$ cat src/rtl/rwc_irq_bank.sv
// rwc_irq_bank
//   Bank of NREG write-1-to-clear interrupt status registers. Each register k
//   has a companion mask register and a sticky overflow register at
//   BASE_ADDR+3k (status), +3k+1 (mask) and +3k+2 (overflow). Status bits are
//   set by rising edges on i_evt and cleared over the register bus: by
//   write-1-to-clear, or by read-to-clear when RC_MODE=1. A registered
//   per-register pending vector and a combined interrupt line are driven out.
//
//   Optional build macro RWC_IRQ_SYNC_EN: when defined, i_evt passes through a
//   two-flop synchroniser before edge detection (adds two cycles of latency).
//
// Ports
//   i_clk, i_rst_n  clock, asynchronous active-low reset
//   i_wen, i_ren    bus write / read strobes
//   i_acc_en        access permission, gates both strobes
//   i_addr, i_wdata bus address / write data
//   o_rdata         combinational read data, 0 when no effective read
//   i_evt           level event inputs, register k at [k*DW +: DW]
//   o_status        current status bits, register k at [k*DW +: DW]
//   o_irq_vec       registered per-register pending (status & mask != 0)
//   o_irq           registered OR of all pending bits

module rwc_irq_bank #(
  parameter int            DW        = 8,
  parameter int            AW        = 8,
  parameter int            NREG      = 4,
  parameter logic [AW-1:0] BASE_ADDR = '0,
  parameter logic [DW-1:0] STS_RST   = '0,
  parameter logic [DW-1:0] MASK_RST  = '0,
  parameter logic          RC_MODE   = 1'b0
) (
  input  logic               i_clk,
  input  logic               i_rst_n,
  input  logic               i_wen,
  input  logic               i_ren,
  input  logic               i_acc_en,
  input  logic [AW-1:0]      i_addr,
  input  logic [DW-1:0]      i_wdata,
  output logic [DW-1:0]      o_rdata,
  input  logic [NREG*DW-1:0] i_evt,
  output logic [NREG*DW-1:0] o_status,
  output logic [NREG-1:0]    o_irq_vec,
  output logic               o_irq
);

  localparam longint LAST_ADDR = longint'(BASE_ADDR) + longint'(3 * NREG) - longint'(1);
  localparam longint MAX_ADDR  = (longint'(1) << AW) - longint'(1);

  generate
    if (NREG < 1 || NREG > 16) begin : g_bad_nreg
      $error("rwc_irq_bank: NREG must be in 1..16");
    end
    if (LAST_ADDR > MAX_ADDR) begin : g_bad_map
      $error("rwc_irq_bank: register map does not fit in the address space");
    end
  endgenerate

  logic [DW-1:0] sts_q [NREG];
  logic [DW-1:0] msk_q [NREG];
  logic [DW-1:0] ovf_q [NREG];

  logic [NREG*DW-1:0] evt_s;
  logic [NREG*DW-1:0] evt_d_q;
  logic [NREG*DW-1:0] evt_edge;

`ifdef RWC_IRQ_SYNC_EN
  logic [NREG*DW-1:0] sync1_q;
  logic [NREG*DW-1:0] sync2_q;

  always_ff @(posedge i_clk or negedge i_rst_n) begin
    if (!i_rst_n) begin
      sync1_q <= '0;
      sync2_q <= '0;
    end else begin
      sync1_q <= i_evt;
      sync2_q <= sync1_q;
    end
  end

  assign evt_s = sync2_q;
`else
  assign evt_s = i_evt;
`endif

  // evt_d resets to 0, so an input already high at reset release is seen as
  // a rising edge in the first clocked cycle.
  always_ff @(posedge i_clk or negedge i_rst_n) begin
    if (!i_rst_n) evt_d_q <= '0;
    else          evt_d_q <= evt_s;
  end

  assign evt_edge = evt_s & ~evt_d_q;

  // Offset is one bit wider than the address so that addresses below
  // BASE_ADDR wrap to a large value and never match a register slot.
  logic [AW:0] off_ext;
  logic        wr_ok;
  logic        rd_ok;

  assign off_ext = {1'b0, i_addr} - {1'b0, BASE_ADDR};
  assign wr_ok   = i_wen & i_acc_en;
  assign rd_ok   = i_ren & i_acc_en;

  logic [NREG-1:0] wr_sts, wr_msk, wr_ovf, rd_sts;

  always_comb begin
    wr_sts  = '0;
    wr_msk  = '0;
    wr_ovf  = '0;
    rd_sts  = '0;
    o_rdata = '0;
    for (int k = 0; k < NREG; k++) begin
      if (off_ext == (AW+1)'(3 * k)) begin
        wr_sts[k] = wr_ok;
        rd_sts[k] = rd_ok;
        if (rd_ok) o_rdata = sts_q[k];
      end
      if (off_ext == (AW+1)'(3 * k + 1)) begin
        wr_msk[k] = wr_ok;
        if (rd_ok) o_rdata = msk_q[k];
      end
      if (off_ext == (AW+1)'(3 * k + 2)) begin
        wr_ovf[k] = wr_ok;
        if (rd_ok) o_rdata = ovf_q[k];
      end
    end
  end

  logic [DW-1:0]   sts_clr [NREG];
  logic [DW-1:0]   ovf_clr [NREG];
  logic [DW-1:0]   sts_d   [NREG];
  logic [DW-1:0]   ovf_d   [NREG];
  logic [NREG-1:0] pend;

  // A new edge always wins over a clear in the same cycle. Overflow looks at
  // the pre-update status, so it records the collision even when the bit is
  // being cleared at the same time.
  always_comb begin
    for (int k = 0; k < NREG; k++) begin
      if (RC_MODE) sts_clr[k] = {DW{rd_sts[k]}} & sts_q[k];
      else         sts_clr[k] = {DW{wr_sts[k]}} & i_wdata;
      ovf_clr[k] = {DW{wr_ovf[k]}} & i_wdata;
      sts_d[k]   = evt_edge[k*DW +: DW] | (sts_q[k] & ~sts_clr[k]);
      ovf_d[k]   = (evt_edge[k*DW +: DW] & sts_q[k]) | (ovf_q[k] & ~ovf_clr[k]);
      pend[k]    = |(sts_q[k] & msk_q[k]);
    end
  end

  always_ff @(posedge i_clk or negedge i_rst_n) begin
    if (!i_rst_n) begin
      for (int k = 0; k < NREG; k++) begin
        sts_q[k] <= STS_RST;
        msk_q[k] <= MASK_RST;
        ovf_q[k] <= '0;
      end
      o_irq_vec <= '0;
      o_irq     <= 1'b0;
    end else begin
      for (int k = 0; k < NREG; k++) begin
        sts_q[k] <= sts_d[k];
        ovf_q[k] <= ovf_d[k];
        if (wr_msk[k]) msk_q[k] <= i_wdata;
      end
      o_irq_vec <= pend;
      o_irq     <= |pend;
    end
  end

  always_comb begin
    o_status = '0;
    for (int k = 0; k < NREG; k++) o_status[k*DW +: DW] = sts_q[k];
  end

endmodule

$ cat config.mk
export PLATFORM = sky130hd
export DESIGN_NAME = rwc_irq_bank
export DESIGN_NICKNAME = d
export VERILOG_FILES = /design/src/rtl/rwc_irq_bank.sv
export SDC_FILE = /design/constraint.sdc
export NUM_CORES = 1
export LEC_CHECK = 0
export CORE_UTILIZATION = 55
export DETAILED_ROUTE_END_ITERATION = 10
export MAX_ROUTING_LAYER = met4
export PLACE_DENSITY = 0.82
export RECOVER_POWER = 100
export SLEW_MARGIN = 10
export SYNTH_ARGS = -nofsm -noshare
export SYNTH_HDL_FRONTEND = slang
export SYNTH_SLANG_ARGS = --single-unit
$ cat constraint.sdc
create_clock -name i_clk -period 3.82 [get_ports i_clk]
set_clock_uncertainty 0.15 [all_clocks]
set_input_delay 0.573 -clock i_clk [delete_from_list [all_inputs] [get_ports i_clk]]
set_output_delay 0.573 -clock i_clk [all_outputs]
set_load 0.05 [all_outputs]
==> summary.md, run 1 <==
The fraction of layout instances using a drive strength above 1 is 13.6%. In this run, the number of DRC markers left after iteration 0 of detailed routing was 272. Maximum number of pins on one net before global-route repair: 66. Clock tree synthesis found a total of 133 sinks. The number of clock buffers added by TritonCTS is 17. The checks that failed: max-capacitance violations, max-slew violations.

After global routing the overflow that remains totals 0. The minimum clock period was 3.65 ns; the via count of the first global-routing pass was 5,197. The area growth from synthesis to layout is 27.1%. Worst hold path class: reg -> reg.

Data on the critical path is required at its endpoint by 3.10 ns. The top cell types in the final layout, fill and taps aside, are sky130_fd_sc_hd__dfrtp_1, sky130_fd_sc_hd__nand2_1, sky130_fd_sc_hd__dlygate4sd3_1. The detail route stage leaves a number of antenna-violating nets equal to 0.

STA classifies the critical path startpoint as an input pin. Once detailed placement completed, the half-perimeter wirelength came to 11.9 mm. The normalized max-slew margin was -7.47%; the post-layout utilization of the core was 71.5%.

The filler cells instantiated in the layout total 779. The pre-antenna-repair detailed-routing pass consisted of 8 iterations. The final routed wirelength across all metal layers was 16.8 mm; the fmax was 0.274 GHz. In this run the power density over the cells is 419 nW/um^2. In the routed layout, each cell is associated on average with a via count of 6.19. Summing all multi-input logic gate instances after layout gives 2610 sq um. The clock tree synthesis step divided the H-tree into 4 levels.

Hold-critical path depth: 1. Hold is met by 0.351 ns. TritonCTS built the clock tree.

At the pin with the least slew margin, the transition time is 1.61 ns. Highest routed metal layer: met4. Clock root buffer: sky130_fd_sc_hd__clkbuf_8. In the detailed route, the total length drawn on met3 is 1.16 mm. The die is 107 microns wide. The post-route clock period utilization is 95.5%. The critical path arrival came out at 2.93 ns.

The total number of placement rows came out at 38. The cell depth of the worst flop-to-flop path came out at 3. The flow ran to the end, but the final reports show violations.

Of all nets on the critical path, the largest fanout is 8. A synthesized cell averages 10.9 sq um. The tools report the total of warnings raised by yosys as 0. The average wire per standard cell is 20.6 microns. Final-report hold violation count: 0.

The logs give 0 for the number of antenna violations at the first check in global routing and 0.52 ns for the clock latency reported for the late side of the worst-skew pair. The synthesized net count was 609; the post-synthesis compound-gate area fraction was 17.0%. Measured against the total synthesized area, the mux share comes to 9.97%. The critical path is of the in -> out type.

The initial utilization of the core area, before any placement, comes to 56.3%. In this run the static leakage power is 3.05 nW. The remaining design rule violation count came out at 0.

Setup repair after global routing left no endpoint under its margin. Yosys mapped the design onto 37 distinct sky130hd cell types. The fraction of synthesized cell area in xor and xnor cells is 0%, and the synthesized flop and latch total is 133. The floorplan step set the die height to 107 microns. The global router's overall resource usage was 32.4%; the number of standard cells after synthesis was 556. 0 antenna diodes ended up in the layout.

Dominant combinational cell family by area after synthesis: compound AO/OA/AOI/OAI gates. The count of vias placed by the detailed router came out at 5,055. The number of placed instances with taps included is 786. Once the clock tree was built, the setup fixing pass inserted 0 buffers. The clock passes through at most 2 buffers. The worst setup path is captured at an output pin.

For the final RePlAce weighted congestion, the log shows 0.953. The tools report the final-report max-slew violation count as 33. After clock tree synthesis, the clock-pin slew on the worst setup and hold paths is 0.05 ns. I/O pin count: 98. The adder and majority cell fraction of the synthesized area came out at 0%. The count of buffers from port buffering came out at 97. The routed metal-1 wirelength is 7.07 mm, and the area enclosed by the die boundary is 11,500 sq um. The net count of the finished layout is 719. The run gives 816 as the non-filler instance count after layout.

The register area share after synthesis was 54.8%; the total design power was 3.23 mW. The first global-routing pass estimated 26.7 mm of wire. The wire length on met2 came out at 8.17 mm. Registers take 3330 sq um.

The tools report the netlist area before placement as 6070 sq um. Of the total synthesized cell area, the portion taken by AND, OR, NAND and NOR gates is 16.5%. The library cell used most frequently in the layout, excluding fill and tap cells, is sky130_fd_sc_hd__dfrtp_1. VDD sags by at most 0.350 mV. For the final routed database, the setup TNS stands at 0 ns. The number of max-cap violations was 1. The number of failing setup endpoints in the final timing report came out at 0. Core footprint: 10,800 sq um.
-- synth_stat cells --
cell type / number / area share [%]
sky130_fd_sc_hd__nor2_2: 3 / 0.31
sky130_fd_sc_hd__a21oi_1: 17 / 1.4
sky130_fd_sc_hd__and2_0: 1 / 0.10
sky130_fd_sc_hd__a211oi_1: 4 / 0.49
sky130_fd_sc_hd__mux2i_1: 11 / 1.8
sky130_fd_sc_hd__o21ai_0: 21 / 1.7
sky130_fd_sc_hd__a21o_1: 34 / 4.2
sky130_fd_sc_hd__nand4b_1: 3 / 0.43
sky130_fd_sc_hd__a22oi_1: 19 / 2.3
sky130_fd_sc_hd__nor2_1: 23 / 1.4
sky130_fd_sc_hd__or3_1: 5 / 0.51
sky130_fd_sc_hd__nor3_4: 2 / 0.54
sky130_fd_sc_hd__buf_1: 5 / 0.31
sky130_fd_sc_hd__dfrtp_1: 133 / 55
sky130_fd_sc_hd__and3b_1: 1 / 0.14
sky130_fd_sc_hd__buf_2: 4 / 0.33
sky130_fd_sc_hd__nor3_1: 14 / 1.2
sky130_fd_sc_hd__nand2_1: 72 / 4.4
sky130_fd_sc_hd__clkbuf_1: 17 / 1.1
sky130_fd_sc_hd__nor3b_1: 1 / 0.12
sky130_fd_sc_hd__nand2b_1: 3 / 0.31
sky130_fd_sc_hd__o221ai_1: 2 / 0.29
sky130_fd_sc_hd__nor4_4: 1 / 0.35
sky130_fd_sc_hd__mux2_2: 44 / 8.2
sky130_fd_sc_hd__and2_1: 1 / 0.10
sky130_fd_sc_hd__inv_1: 1 / 0.062
sky130_fd_sc_hd__a31oi_1: 1 / 0.10
sky130_fd_sc_hd__o22ai_1: 11 / 1.1
sky130_fd_sc_hd__a22o_1: 33 / 4.8
sky130_fd_sc_hd__nand3_1: 15 / 1.2
sky130_fd_sc_hd__or4_1: 2 / 0.25
sky130_fd_sc_hd__nor2b_1: 40 / 4.1
sky130_fd_sc_hd__o211ai_1: 2 / 0.25
sky130_fd_sc_hd__o311a_1: 1 / 0.16
sky130_fd_sc_hd__nand4_1: 6 / 0.62
sky130_fd_sc_hd__and4b_1: 2 / 0.33
sky130_fd_sc_hd__o21a_1: 1 / 0.12
-- worst paths after layout --
path                       slack, ns                   start                     to
hold reg to reg                 0.35      ovf_q[1]$_DFF_PN0_     ovf_q[1]$_DFF_PN0_
hold / removal                  0.35      ovf_q[1]$_DFF_PN0_     ovf_q[1]$_DFF_PN0_
setup reg to reg                1.98  o_status[26]$_DFF_PN0_        o_irq$_DFF_PN0_
min in group asynchronous       0.84                 i_rst_n   evt_d_q[4]$_DFF_PN0_
setup / recovery                0.17               i_addr[5]             o_rdata[0]
max in group asynchronous       0.95                 i_rst_n  evt_d_q[19]$_DFF_PN0_
-- per-stage QoR --
stage	setup WS (ns)	cell area, sq um
2_1_floorplan	0.295	6070
3_3_place_gp	0.191	7300
3_5_place_dp	0.181	7300
4_1_cts	0.175	7840
5_1_grt	0.0900	7720
6_report	0.171	7720
-- metal layers --
layer	global-route usage (%)	up-vias
met2	50.6	237
met4	13.9	0
met5	-	-
met3	7.23	41
li1	-	2254
met1	40.7	2523
-- repair_timing --
action / CTS / global route
hold buffers: 1 / 0
endpoints found under the hold margin: 30 / 0
gates resized for setup: 0 / 0
-- kinds of logic (layout without fill, tap and decap cells) --
group,Yosys count,after routing
AOI/OAI and AO/OA,146,146
muxes,55,55
and+or+nand+nor,195,195
buffers and inverters,27,147
DFF,133,133
-- area by class of cell --
| cell class | instances | share of cell area (%) |
|---|---|---|
| Sequential cell | 133 | 43.1 |
| Multi-Input combinational cell | 396 | 33.8 |
| Timing Repair Buffer | 117 | 13.9 |
| Clock buffer | 24 | 6.22 |
| Tap cell | 140 | 2.27 |
| Clock inverter | 5 | 0.648 |
| Inverter | 1 | 0.0486 |
-- worst max-delay path: stages --
cell                              delay [ns]
sky130_fd_sc_hd__clkdlybuf4s50_1        0.45
sky130_fd_sc_hd__nor4_4                 0.34
sky130_fd_sc_hd__nand4_1                0.42
sky130_fd_sc_hd__nor3_1                 0.30
sky130_fd_sc_hd__a21oi_1                0.08
sky130_fd_sc_hd__o21ai_0                0.26
sky130_fd_sc_hd__clkbuf_1               0.50
-- flip-flops by register name, summed over array words and instances (netlist names) --
name and flops:
o_irq 1, ovf_q 32, evt_d_q 32, msk_q 32
o_status 32, o_irq_vec 4
-- where the power goes --
part	total, mW	switching, mW	internal (mW)
logic	0.299	0.185	0.114
registers	1.47	0.0179	1.45
clock network	1.47	0.549	0.916
total	3.23	0.752	2.48
Power figures use the tool's default switching activity.
==> inputs of run 2 (changes only) <==
--- a/config.mk
+++ b/config.mk
@@ -6,6 +6,7 @@
 export NUM_CORES = 1
 export LEC_CHECK = 0
 export CORE_UTILIZATION = 55
+export CTS_CLUSTER_SIZE = 28
 export DETAILED_ROUTE_END_ITERATION = 10
 export MAX_ROUTING_LAYER = met4
 export PLACE_DENSITY = 0.82
==> results of run 2 <==
Same layout as run 1: the final DEF is identical, and so are final timing and power.
